[src/rtl/alu_pkg.sv]
`default_nettype none
// ============================================================================
// Module   : alu_pkg
// Brief    : ALU control codes, RV32I opcode/funct constants and encode helpers.
// Revision : 1.0 - initial release
// ============================================================================
package alu_pkg;

    localparam logic [3:0] c_alu_add  = 4'd0;
    localparam logic [3:0] c_alu_sub  = 4'd1;
    localparam logic [3:0] c_alu_and  = 4'd2;
    localparam logic [3:0] c_alu_or   = 4'd3;
    localparam logic [3:0] c_alu_xor  = 4'd4;
    localparam logic [3:0] c_alu_sll  = 4'd5;
    localparam logic [3:0] c_alu_srl  = 4'd6;
    localparam logic [3:0] c_alu_sra  = 4'd7;
    localparam logic [3:0] c_alu_slt  = 4'd8;
    localparam logic [3:0] c_alu_sltu = 4'd9;

    localparam logic [6:0] c_opc_op     = 7'b0110011;
    localparam logic [6:0] c_opc_op_imm = 7'b0010011;

    localparam logic [2:0] c_f3_add_sub = 3'b000;
    localparam logic [2:0] c_f3_sll     = 3'b001;
    localparam logic [2:0] c_f3_slt     = 3'b010;
    localparam logic [2:0] c_f3_sltu    = 3'b011;
    localparam logic [2:0] c_f3_xor     = 3'b100;
    localparam logic [2:0] c_f3_srl_sra = 3'b101;
    localparam logic [2:0] c_f3_or      = 3'b110;
    localparam logic [2:0] c_f3_and     = 3'b111;

    localparam logic [6:0] c_f7_base = 7'b0000000;
    localparam logic [6:0] c_f7_alt  = 7'b0100000;

    typedef enum logic [1:0] {
        Q_EMPTY = 2'd0,
        Q_ONE   = 2'd1,
        Q_FULL  = 2'd2
    } q_state_t;

    // SUB has no immediate form in RV32I, so SUB with an immediate is rejected.
    function automatic logic alu_illegal(input logic [3:0] op, input logic use_imm);
        return (op > c_alu_sltu) || ((op == c_alu_sub) && use_imm);
    endfunction

    function automatic logic [2:0] alu_funct3(input logic [3:0] op);
        logic [2:0] f3;
        f3 = c_f3_add_sub;
        case (op)
            c_alu_add, c_alu_sub: f3 = c_f3_add_sub;
            c_alu_sll:            f3 = c_f3_sll;
            c_alu_slt:            f3 = c_f3_slt;
            c_alu_sltu:           f3 = c_f3_sltu;
            c_alu_xor:            f3 = c_f3_xor;
            c_alu_srl, c_alu_sra: f3 = c_f3_srl_sra;
            c_alu_or:             f3 = c_f3_or;
            c_alu_and:            f3 = c_f3_and;
            default:              f3 = c_f3_add_sub;
        endcase
        return f3;
    endfunction

    function automatic logic [31:0] alu_encode(
        input logic [3:0]  op,
        input logic        use_imm,
        input logic [4:0]  rd,
        input logic [4:0]  rs1,
        input logic [4:0]  rs2,
        input logic [11:0] imm
    );
        logic [2:0]  f3;
        logic [6:0]  f7_r;
        logic [6:0]  f7_i;
        logic        is_shift;
        logic [31:0] word;
        f3       = alu_funct3(op);
        f7_r     = ((op == c_alu_sub) || (op == c_alu_sra)) ? c_f7_alt : c_f7_base;
        f7_i     = (op == c_alu_sra) ? c_f7_alt : c_f7_base;
        is_shift = (op == c_alu_sll) || (op == c_alu_srl) || (op == c_alu_sra);
        if (!use_imm) begin
            word = {f7_r, rs2, rs1, f3, rd, c_opc_op};
        end else if (is_shift) begin
            // imm[11:5] is replaced by funct7 for immediate shifts
            word = {f7_i, imm[4:0], rs1, f3, rd, c_opc_op_imm};
        end else begin
            word = {imm, rs1, f3, rd, c_opc_op_imm};
        end
        return word;
    endfunction

endpackage
`default_nettype wire

[src/rtl/alu_instr_encoder_if.sv]
`default_nettype none
// ============================================================================
// Module   : alu_instr_encoder_if
// Brief    : Request, output-queue, flush and error signals of the encoder.
// Revision : 1.0 - initial release
// ============================================================================
interface alu_instr_encoder_if;
    logic        flush;
    logic        req_valid;
    logic        req_ready;
    logic [3:0]  req_alu_op;
    logic        req_use_imm;
    logic [4:0]  req_rd;
    logic [4:0]  req_rs1;
    logic [4:0]  req_rs2;
    logic [11:0] req_imm;
    logic        out_valid;
    logic        out_ready;
    logic [31:0] out_instr;
    logic [31:0] out_addr;
    logic        err;

    modport master (
        output flush, req_valid, req_alu_op, req_use_imm, req_rd, req_rs1,
               req_rs2, req_imm, out_ready,
        input  req_ready, out_valid, out_instr, out_addr, err
    );

    modport slave (
        input  flush, req_valid, req_alu_op, req_use_imm, req_rd, req_rs1,
               req_rs2, req_imm, out_ready,
        output req_ready, out_valid, out_instr, out_addr, err
    );
endinterface
`default_nettype wire

[src/rtl/instr_fifo2.sv]
`default_nettype none
// ============================================================================
// Module   : instr_fifo2
// Brief    : Two-entry queue with EMPTY/ONE/FULL state and synchronous flush.
// Revision : 1.0 - initial release
// ============================================================================
module instr_fifo2
    import alu_pkg::*;
#(
    parameter int DATA_W = 64
) (
    input  wire logic              clk,
    input  wire logic              rst_n,
    input  wire logic              flush,
    input  wire logic              push,
    input  wire logic              pop,
    input  wire logic [DATA_W-1:0] din,
    output logic      [DATA_W-1:0] dout,
    output logic                   full,
    output logic                   empty
);

    q_state_t          r_state;
    q_state_t          w_state_nxt;
    logic [DATA_W-1:0] r_head;
    logic [DATA_W-1:0] r_tail;
    logic [DATA_W-1:0] w_head_nxt;
    logic [DATA_W-1:0] w_tail_nxt;
    logic              w_push;
    logic              w_pop;

    assign w_push = push && (r_state != Q_FULL);
    assign w_pop  = pop  && (r_state != Q_EMPTY);

    always_ff @(posedge clk or negedge rst_n) begin
        if (!rst_n) begin
            r_state <= Q_EMPTY;
            r_head  <= '0;
            r_tail  <= '0;
        end else begin
            r_state <= w_state_nxt;
            r_head  <= w_head_nxt;
            r_tail  <= w_tail_nxt;
        end
    end

    // Head is always the oldest entry; tail only holds the second one in FULL.
    always_comb begin
        w_state_nxt = r_state;
        w_head_nxt  = r_head;
        w_tail_nxt  = r_tail;
        if (flush) begin
            w_state_nxt = Q_EMPTY;
        end else begin
            case (r_state)
                Q_EMPTY: begin
                    if (w_push) begin
                        w_state_nxt = Q_ONE;
                        w_head_nxt  = din;
                    end
                end
                Q_ONE: begin
                    if (w_push && w_pop) begin
                        w_head_nxt = din;
                    end else if (w_push) begin
                        w_state_nxt = Q_FULL;
                        w_tail_nxt  = din;
                    end else if (w_pop) begin
                        w_state_nxt = Q_EMPTY;
                    end
                end
                Q_FULL: begin
                    if (w_pop) begin
                        w_state_nxt = Q_ONE;
                        w_head_nxt  = r_tail;
                    end
                end
                default: begin
                    w_state_nxt = Q_EMPTY;
                end
            endcase
        end
    end

    assign dout  = r_head;
    assign full  = (r_state == Q_FULL);
    assign empty = (r_state == Q_EMPTY);

endmodule
`default_nettype wire

[src/rtl/alu_instr_encoder.sv]
`default_nettype none
// ============================================================================
// Module   : alu_instr_encoder
// Brief    : Encodes ALU requests into RV32I words with sequential addresses.
// Revision : 1.0 - initial release
// ============================================================================
module alu_instr_encoder
    import alu_pkg::*;
(
    input  wire logic           clk,
    input  wire logic           rst_n,
    alu_instr_encoder_if.slave  bus
);

    localparam int C_DATA_W = 64;

    logic                r_err;
    logic [31:0]         r_addr;
    logic                w_accept;
    logic                w_illegal;
    logic                w_push;
    logic                w_pop;
    logic                w_full;
    logic                w_empty;
    logic [31:0]         w_instr;
    logic [C_DATA_W-1:0] w_fifo_dout;

    assign w_illegal = alu_illegal(bus.req_alu_op, bus.req_use_imm);
    assign w_instr   = alu_encode(bus.req_alu_op, bus.req_use_imm, bus.req_rd,
                                  bus.req_rs1, bus.req_rs2, bus.req_imm);

    // Ready/valid come from registered queue state only, never from out_ready.
    assign w_accept = bus.req_valid && !w_full;
    assign w_push   = w_accept && !w_illegal && !bus.flush;
    assign w_pop    = bus.out_ready && !w_empty && !bus.flush;

    always_ff @(posedge clk or negedge rst_n) begin
        if (!rst_n) begin
            r_addr <= '0;
            r_err  <= 1'b0;
        end else begin
            r_err <= w_accept && w_illegal && !bus.flush;
            if (bus.flush) begin
                r_addr <= '0;
            end else if (w_push) begin
                r_addr <= r_addr + 32'd4;
            end
        end
    end

    instr_fifo2 #(
        .DATA_W (C_DATA_W)
    ) u_fifo (
        .clk   (clk),
        .rst_n (rst_n),
        .flush (bus.flush),
        .push  (w_push),
        .pop   (w_pop),
        .din   ({w_instr, r_addr}),
        .dout  (w_fifo_dout),
        .full  (w_full),
        .empty (w_empty)
    );

    assign bus.req_ready = !w_full;
    assign bus.out_valid = !w_empty;
    assign bus.out_instr = w_fifo_dout[63:32];
    assign bus.out_addr  = w_fifo_dout[31:0];
    assign bus.err       = r_err;

endmodule
`default_nettype wire

[src/flat_wrapper.sv]
// flat-port wrapper written by rule: the top's interface ports become plain ports
module alu_instr_encoder_flat import alu_pkg::*;
  (clk, rst_n, bus_flush, bus_req_valid, bus_req_alu_op, bus_req_use_imm, bus_req_rd, bus_req_rs1, bus_req_rs2, bus_req_imm, bus_out_ready, bus_req_ready, bus_out_valid, bus_out_instr, bus_out_addr, bus_err);
  alu_instr_encoder_if bus_i ();
  input  wire logic clk;
  input  wire logic rst_n;
  input wire logic [$bits(bus_i.flush)-1:0] bus_flush;
  input wire logic [$bits(bus_i.req_valid)-1:0] bus_req_valid;
  input wire logic [$bits(bus_i.req_alu_op)-1:0] bus_req_alu_op;
  input wire logic [$bits(bus_i.req_use_imm)-1:0] bus_req_use_imm;
  input wire logic [$bits(bus_i.req_rd)-1:0] bus_req_rd;
  input wire logic [$bits(bus_i.req_rs1)-1:0] bus_req_rs1;
  input wire logic [$bits(bus_i.req_rs2)-1:0] bus_req_rs2;
  input wire logic [$bits(bus_i.req_imm)-1:0] bus_req_imm;
  input wire logic [$bits(bus_i.out_ready)-1:0] bus_out_ready;
  output wire logic [$bits(bus_i.req_ready)-1:0] bus_req_ready;
  output wire logic [$bits(bus_i.out_valid)-1:0] bus_out_valid;
  output wire logic [$bits(bus_i.out_instr)-1:0] bus_out_instr;
  output wire logic [$bits(bus_i.out_addr)-1:0] bus_out_addr;
  output wire logic [$bits(bus_i.err)-1:0] bus_err;
  assign bus_i.flush = bus_flush;
  assign bus_i.req_valid = bus_req_valid;
  assign bus_i.req_alu_op = bus_req_alu_op;
  assign bus_i.req_use_imm = bus_req_use_imm;
  assign bus_i.req_rd = bus_req_rd;
  assign bus_i.req_rs1 = bus_req_rs1;
  assign bus_i.req_rs2 = bus_req_rs2;
  assign bus_i.req_imm = bus_req_imm;
  assign bus_i.out_ready = bus_out_ready;
  assign bus_req_ready = bus_i.req_ready;
  assign bus_out_valid = bus_i.out_valid;
  assign bus_out_instr = bus_i.out_instr;
  assign bus_out_addr = bus_i.out_addr;
  assign bus_err = bus_i.err;
  alu_instr_encoder u_core (.clk(clk), .rst_n(rst_n), .bus(bus_i));
endmodule
[config.mk]
export PLATFORM = sky130hd
export DESIGN_NAME = alu_instr_encoder_flat
export DESIGN_NICKNAME = d
export VERILOG_FILES = /design/src/rtl/alu_pkg.sv /design/src/rtl/alu_instr_encoder_if.sv /design/src/rtl/instr_fifo2.sv /design/src/rtl/alu_instr_encoder.sv /design/src/flat_wrapper.sv
export SDC_FILE = /design/constraint.sdc
export NUM_CORES = 1
export LEC_CHECK = 0
export CAP_MARGIN = 5
export CORE_MARGIN = 3
export CORE_UTILIZATION = 35
export CTS_BUF_LIST = sky130_fd_sc_hd__clkbuf_4 sky130_fd_sc_hd__clkbuf_8 sky130_fd_sc_hd__clkbuf_16
export DETAILED_ROUTE_END_ITERATION = 10
export PLACE_DENSITY = 0.66
export SKIP_LAST_GASP = 1
export SYNTH_ARGS = -nofsm -noshare
export SYNTH_HDL_FRONTEND = slang
export SYNTH_HIERARCHICAL = 1
export SYNTH_SLANG_ARGS = --single-unit
export TNS_END_PERCENT = 50
[constraint.sdc]
create_clock -name clk -period 4.75 [get_ports clk]
set_clock_uncertainty 0.05 [all_clocks]
set_input_delay 0.95 -clock clk [delete_from_list [all_inputs] [get_ports clk]]
set_output_delay 0.95 -clock clk [all_outputs]
set_load 0.1 [all_outputs]
Yosys cells after proc, flatten, opt, wreduce, memory -nomap -nowiden

Memories as Yosys holds them, arrays and structs flattened.
Index checks and enable logic that the tools add are counted.

Word-level logic and storage cells: 67
Input port bits: 37
Output and inout port bits: 67
Memories kept: 1
Bits in registers: 163
ROM bits: 48

Reductions and logical operators: 26
Add/subtract/negate cells: 1
Muxes and demuxes: 17
Equal/unequal tests: 14
Bitwise operators: 2
Magnitude comparators: 1

Memory list:

| memory          | words | bits a word | read ports | clocked after memory_dff | write ports | line          | source |
|---|---|---|---|---|---|---|---|
| (no name shown) | 16    | 3           | 1          | 0                        | 0           | alu_pkg.sv:49 | `case (op)` |

Operators with widths:

| operator                | number |
|---|---|
| $mux W64                | 3 |
| $pmux W64 S3            | 1 |
| $mux W32                | 4 |
| $add A32 B3 Y32 const B | 1 |
| $eq A4 B3 Y1 const B    | 3 |
| $mux W2                 | 6 |
| $mux W6                 | 2 |
| $logic_and A1 B1 Y1     | 11 |
| $ne A3 B3 Y1 const B    | 3 |
| $ne A2 B2 Y1 const B    | 4 |
| $reduce_and A4 Y1       | 2 |
| $pmux W2 S3             | 1 |
| $reduce_and A5 Y1       | 1 |
| $eq A4 B1 Y1 const B    | 1 |
| $gt A4 B4 Y1 const B    | 1 |
| $logic_not A1 Y1        | 4 |
| $logic_or A1 B1 Y1      | 4 |
| $ne A4 B4 Y1 const B    | 1 |
| $reduce_bool A2 Y1      | 2 |
| $reduce_bool A3 Y1      | 1 |
| $eq A2 B1 Y1 const B    | 1 |
| $eq A2 B2 Y1 const B    | 1 |
| $logic_not A2 Y1        | 1 |
| $not A1 Y1              | 2 |

Logic depth before layout (Yosys ltp)

Depth after elaboration: 11
Mapped depth: 10
Gate-level depth less buffers: 8

Cells and area by module

The synthesis kept the hierarchy.

Modules (own cells, without submodules):

| module            | seq. area each (µm²) | area each (µm²) | instances | cells each |
|---|---|---|---|---|
| instr_fifo2       | 3253.1               | 5800.6          | 1         | 357 |
| alu_instr_encoder | 775.7                | 1966.9          | 1         | 205 |

Least setup slack after synthesis

No wires, ideal clock.

Path kind: input port to flip-flop
From: input port bus_flush
To: register u_core.u_fifo.r_head[19] (netlist: u_core/u_fifo/dout[19])
Setup slack: 1.711 ns
Setup time: 0.125 ns
Data required time: 4.575 ns
Stages: 9
Buffers on the path: 4
Data arrival time: 2.864 ns
Path through: clkbuf_1 buf_1 clkbuf_1 nor2_1 nor2b_2 nand2_1 a21oi_4 buf_4 mux2_2

Cells in the longest elaborated chain, start to end: 6
Elaborated cells on any way between the ends: 11
Those cells by class: 3 x eq/ne; 1 x bitwise; 7 x reduce/logical

RTL lines:

| item                            | line                    | source |
|---|---|---|
| start, declared                 | flat_wrapper.sv:7       | `input wire logic [$bits(bus_i.flush)-1:0] bus_flush;` |
| $logic_not A1 Y1 (*)            | alu_instr_encoder.sv:34 | `assign w_push = w_accept && !w_illegal && !bus.flush;` |
| $logic_and A1 B1 Y1 (*)         | alu_instr_encoder.sv:34 |  |
| via u_core.w_push               | alu_instr_encoder.sv:21 | `logic w_push;` |
| $logic_and A1 B1 Y1 (*)         | instr_fifo2.sv:32       | `assign w_push = push && (r_state != Q_FULL);` |
| $logic_and A1 B1 Y1             | instr_fifo2.sv:63       | `if (w_push && w_pop) begin` |
| $ne A2 B2 Y1 (no line)          | --                      |  |
| $reduce_and A5 Y1 (no line) (*) | --                      |  |
| end signal, assigned            | instr_fifo2.sv:42       | `r_head <= w_head_nxt;` |
| end, declared                   | instr_fifo2.sv:25       | `logic [DATA_W-1:0] r_head;` |

Mark *: on every way through the listed nets, which the timed path passes. The rest lies on a longest branch.
A chain may end at the register's enable or synchronous reset.

Final worst setup path

From: input port bus_req_alu_op[1]
To: register u_core.u_fifo.r_tail[38]

Cells in the longest elaborated chain, start to end: 10
Elaborated cells on any way between the ends: 11
Those cells by class: 1 x order compare; 1 x eq/ne; 1 x bitwise; 8 x reduce/logical

RTL lines:

| item                                                                 | line                    | source |
|---|---|---|
| start, declared                                                      | flat_wrapper.sv:9       | `input wire logic [$bits(bus_i.req_alu_op)-1:0] bus_req_alu_op;` |
| parallel branches: the longest is 2 deep, another holds $gt A4 B4 Y1 | --                      |  |
| $logic_or A1 B1 Y1 (*)                                               | alu_pkg.sv:43           | `return (op > c_alu_sltu) \|\| ((op == c_alu_sub) && use_imm);` |
| $logic_not A1 Y1 (*)                                                 | alu_instr_encoder.sv:34 |  |
| $logic_and A1 B1 Y1 (*) (2 in series)                                | alu_instr_encoder.sv:34 |  |
| via u_core.w_push                                                    | alu_instr_encoder.sv:21 |  |
| $logic_and A1 B1 Y1 (*)                                              | instr_fifo2.sv:32       |  |
| $logic_and A1 B1 Y1                                                  | instr_fifo2.sv:63       |  |
| $not A1 Y1 (no line)                                                 | --                      |  |
| $reduce_and A4 Y1 (no line) (*)                                      | --                      |  |
| end signal, assigned                                                 | instr_fifo2.sv:43       | `r_tail <= w_tail_nxt;` |
| end, declared                                                        | instr_fifo2.sv:26       | `logic [DATA_W-1:0] r_tail;` |

Mark *: on every way through the listed nets, which the timed path passes.

==> results.toml <==
[detailed_routing]
wl_um = 16300
via_per_inst = 4.99
firstDrtPassIters = 4
ant_nets = 0
drc = 0
vias = 4824
drtIter0Drc = 274
routedWlPerCell_um = 16.9

[synth]
synthFlopType = "dfrtp_1"
ys_ff_latch = 161
netlist_instances = 562
synth-async-reset-ratio_pct = 100
yosysMostFrequentCell = "mux2_2"
synthTopCellsByArea = "dfrtp_1, mux2_2, mux2_4"
ys_seq_area_share_pct = 51.9
netlist.top_cell.by_area = "dfrtp_1"
ys_warn_count = 6
synth_area_um2 = 7770
ys_types = 57
synth-edff-count = 0
synth.top_cell.area_share_pct = 51.9
synthTopCellsByCount = "mux2_2, dfrtp_1, nor2_1"
avgSynthCellArea_um2 = 13.8

[finish]
seqCellArea_um2 = 4030
drive_gt1_share_pct = 37.3
final_cells = 966
nets = 716
fillers = 1895
multi_input_area_um2 = 3490
syn_to_final_growth_pct = 24.0
antenna-diode-count = 0

[timing]
worstMarginPinSlew_ns = 1.04
slew_violations = 0
relSlewSlack_pct = 30.5
final_hold_viol_count = 0
period_needed_ns = 3.58
setup_viol = 0
rsz0062_at_grt = "false"
max_freq_ghz = 0.280
period_share_pct = 75.3
setup_tns_ns = 0

[floorplan]
die_h_um = 155
io-pin-count = 104
die-width_um = 155
dieArea_um2 = 24000
start_util_pct = 36.3
coreArea_um2 = 21400
num_rows = 53

[clocking]
cts_resized = 0
holdBufCountCts = 0
path_clk_slew_ns = 0.06
clockRootBuffer = "clkbuf_16"
cts_tree = "done"
cts_setup_buffers = 0
clk-insertion-delay-late_ns = 0.42
htreeDepth = 4
cts_inserted_buffers = 17
cts.path.max_buffers = 2
cts.sinks = 161

[power]
p_per_area_nw_per_um2 = 417
p_leak_nw = 4.27
peakVddDrop_mv = 0.229

[worst_setup_path]
end_kind = "register"
startpoint_type = "input pin"
arrival_ns = 3.83
path_class = "in2reg"
critPathRequiredTime_ns = 5.00
crit_fanout = 49

[placement]
place.port_buffers = 103
gp_congestion = 0.757
post-dp-hpwl_um = 10900
dp_cells = 934

[min_path]
holdCritPathClass = "reg2reg"

[run_status]
status = "complete, no violations"

[job]
drv_cap = 0

[grt]
groute.usage.overall_pct = 13.9
grt_max_degree = 109
grt_overflow = 0
grt_pass1_vias = 5076
antenna_found_initial = 0
grt_pass1_wl_um = 26900
[path summary, 6_finish.rpt]
kind	cells past startpoint	slack (ns)	endpoint	startpoint
hold / removal	1	0.44	u_core/u_fifo/dout[33]$_DFFE_PN0P_	u_core/u_fifo/dout[33]$_DFFE_PN0P_
hold reg to reg	1	0.44	u_core/u_fifo/dout[33]$_DFFE_PN0P_	u_core/u_fifo/dout[33]$_DFFE_PN0P_
setup reg to reg	8	1.72	u_core/u_fifo/r_tail[38]$_DFFE_PN0P_	u_core/u_fifo/r_state[1]$_DFFE_PN0P_
min in group asynchronous	1	0.58	u_core/u_fifo/dout[55]$_DFFE_PN0P_	rst_n
max in group asynchronous	2	3.04	u_core/u_fifo/r_tail[33]$_DFFE_PN0P_	rst_n
setup / recovery	8	1.17	u_core/u_fifo/r_tail[38]$_DFFE_PN0P_	bus_req_alu_op[1]
[layer usage]
layer,global-route usage (%),up-vias,wire length (um)
li1,-,2235,-
met1,18.0,2493,7120
met2,23.5,81,8380
met3,3.20,15,569
met4,3.91,0,208
met5,0,-,0
[power by group]
part	switching, W	internal, W
sequential	0.0000695	0.00150
combinational	0.000736	0.000294
clock	0.000536	0.000885
total	0.00134	0.00268
[state kept, by name, summed over array words and instances, names as in the netlist]
signal and cells:
u_core/u_fifo/r_state 2, u_core/u_fifo/dout 64, u_core/r_addr 30, u_core/u_fifo/r_tail 64
u_core/bus.err 1
[cells by family after synthesis]
| kind of cell | after synthesis | synth area share (%) |
|---|---|---|
| multiplexers | 200 | 30.1 |
| flip-flops | 161 | 51.9 |
| AND/OR/NAND/NOR | 108 | 8.54 |
| buffers and inverters | 40 | 3.99 |
| AO/OA/AOI/OAI | 28 | 2.77 |
| XOR/XNOR | 22 | 2.48 |
| other | 2 | 0.0967 |
| adder cells (fa/ha/maj) | 1 | 0.161 |
[placed cells by master, fill, tap and decap left out, drive strengths merged, types with 2 or more instances in the layout]
cell / instances
nand2: 11
nor3: 9
nand2b: 2
nor2: 31
o21ai: 6
clkinv: 3
or3: 3
dfrtp: 161
conb: 16
xor2: 3
buf: 11
nor3b: 3
and4: 2
o211ai: 3
clkinvlp: 2
nor4: 9
nor2b: 5
mux2: 199
clkdlybuf4s50: 102
bufinv: 3
and3: 11
inv: 11
nand3: 10
xnor2: 19
a31o: 2
nand4: 5
a21oi: 11
clkbuf: 23
[stage by stage]
step                setup WS, ns  hold slack [ns]  area [um^2]  power, W  util [%]
floorplan                   1.71            0.425         7820   0.00235         -
global placement           0.921            0.423         9010   0.00261      42.1
detailed placement         0.717            0.427         9010   0.00263      42.1
CTS                         1.17            0.442         9630   0.00407      45.0
global route               0.946            0.454         9630   0.00417      45.0
finish                      1.17            0.436         9630   0.00402      45.0
[cell type report]
| cell class | count | share of cell area, % |
|---|---|---|
| Clock inverter | 9 | 1.34 |
| Inverter | 10 | 0.390 |
| Timing Repair Buffer | 113 | 11.5 |
| Multi-Input combinational cell | 375 | 36.3 |
| Clock buffer | 23 | 5.08 |
| Tap cell | 275 | 3.57 |
| Sequential cell | 161 | 41.8 |
[worst max-delay path: stages]
cell,delay (ns)
clkdlybuf4s50_1,0.69
nand4bb_4,0.24
o211ai_1,0.19
nor2_1,0.23
nor2b_2,0.24
nor3b_2,0.25
buf_4,0.57
mux2_2,0.42
(Power assumes the default switching activity.)
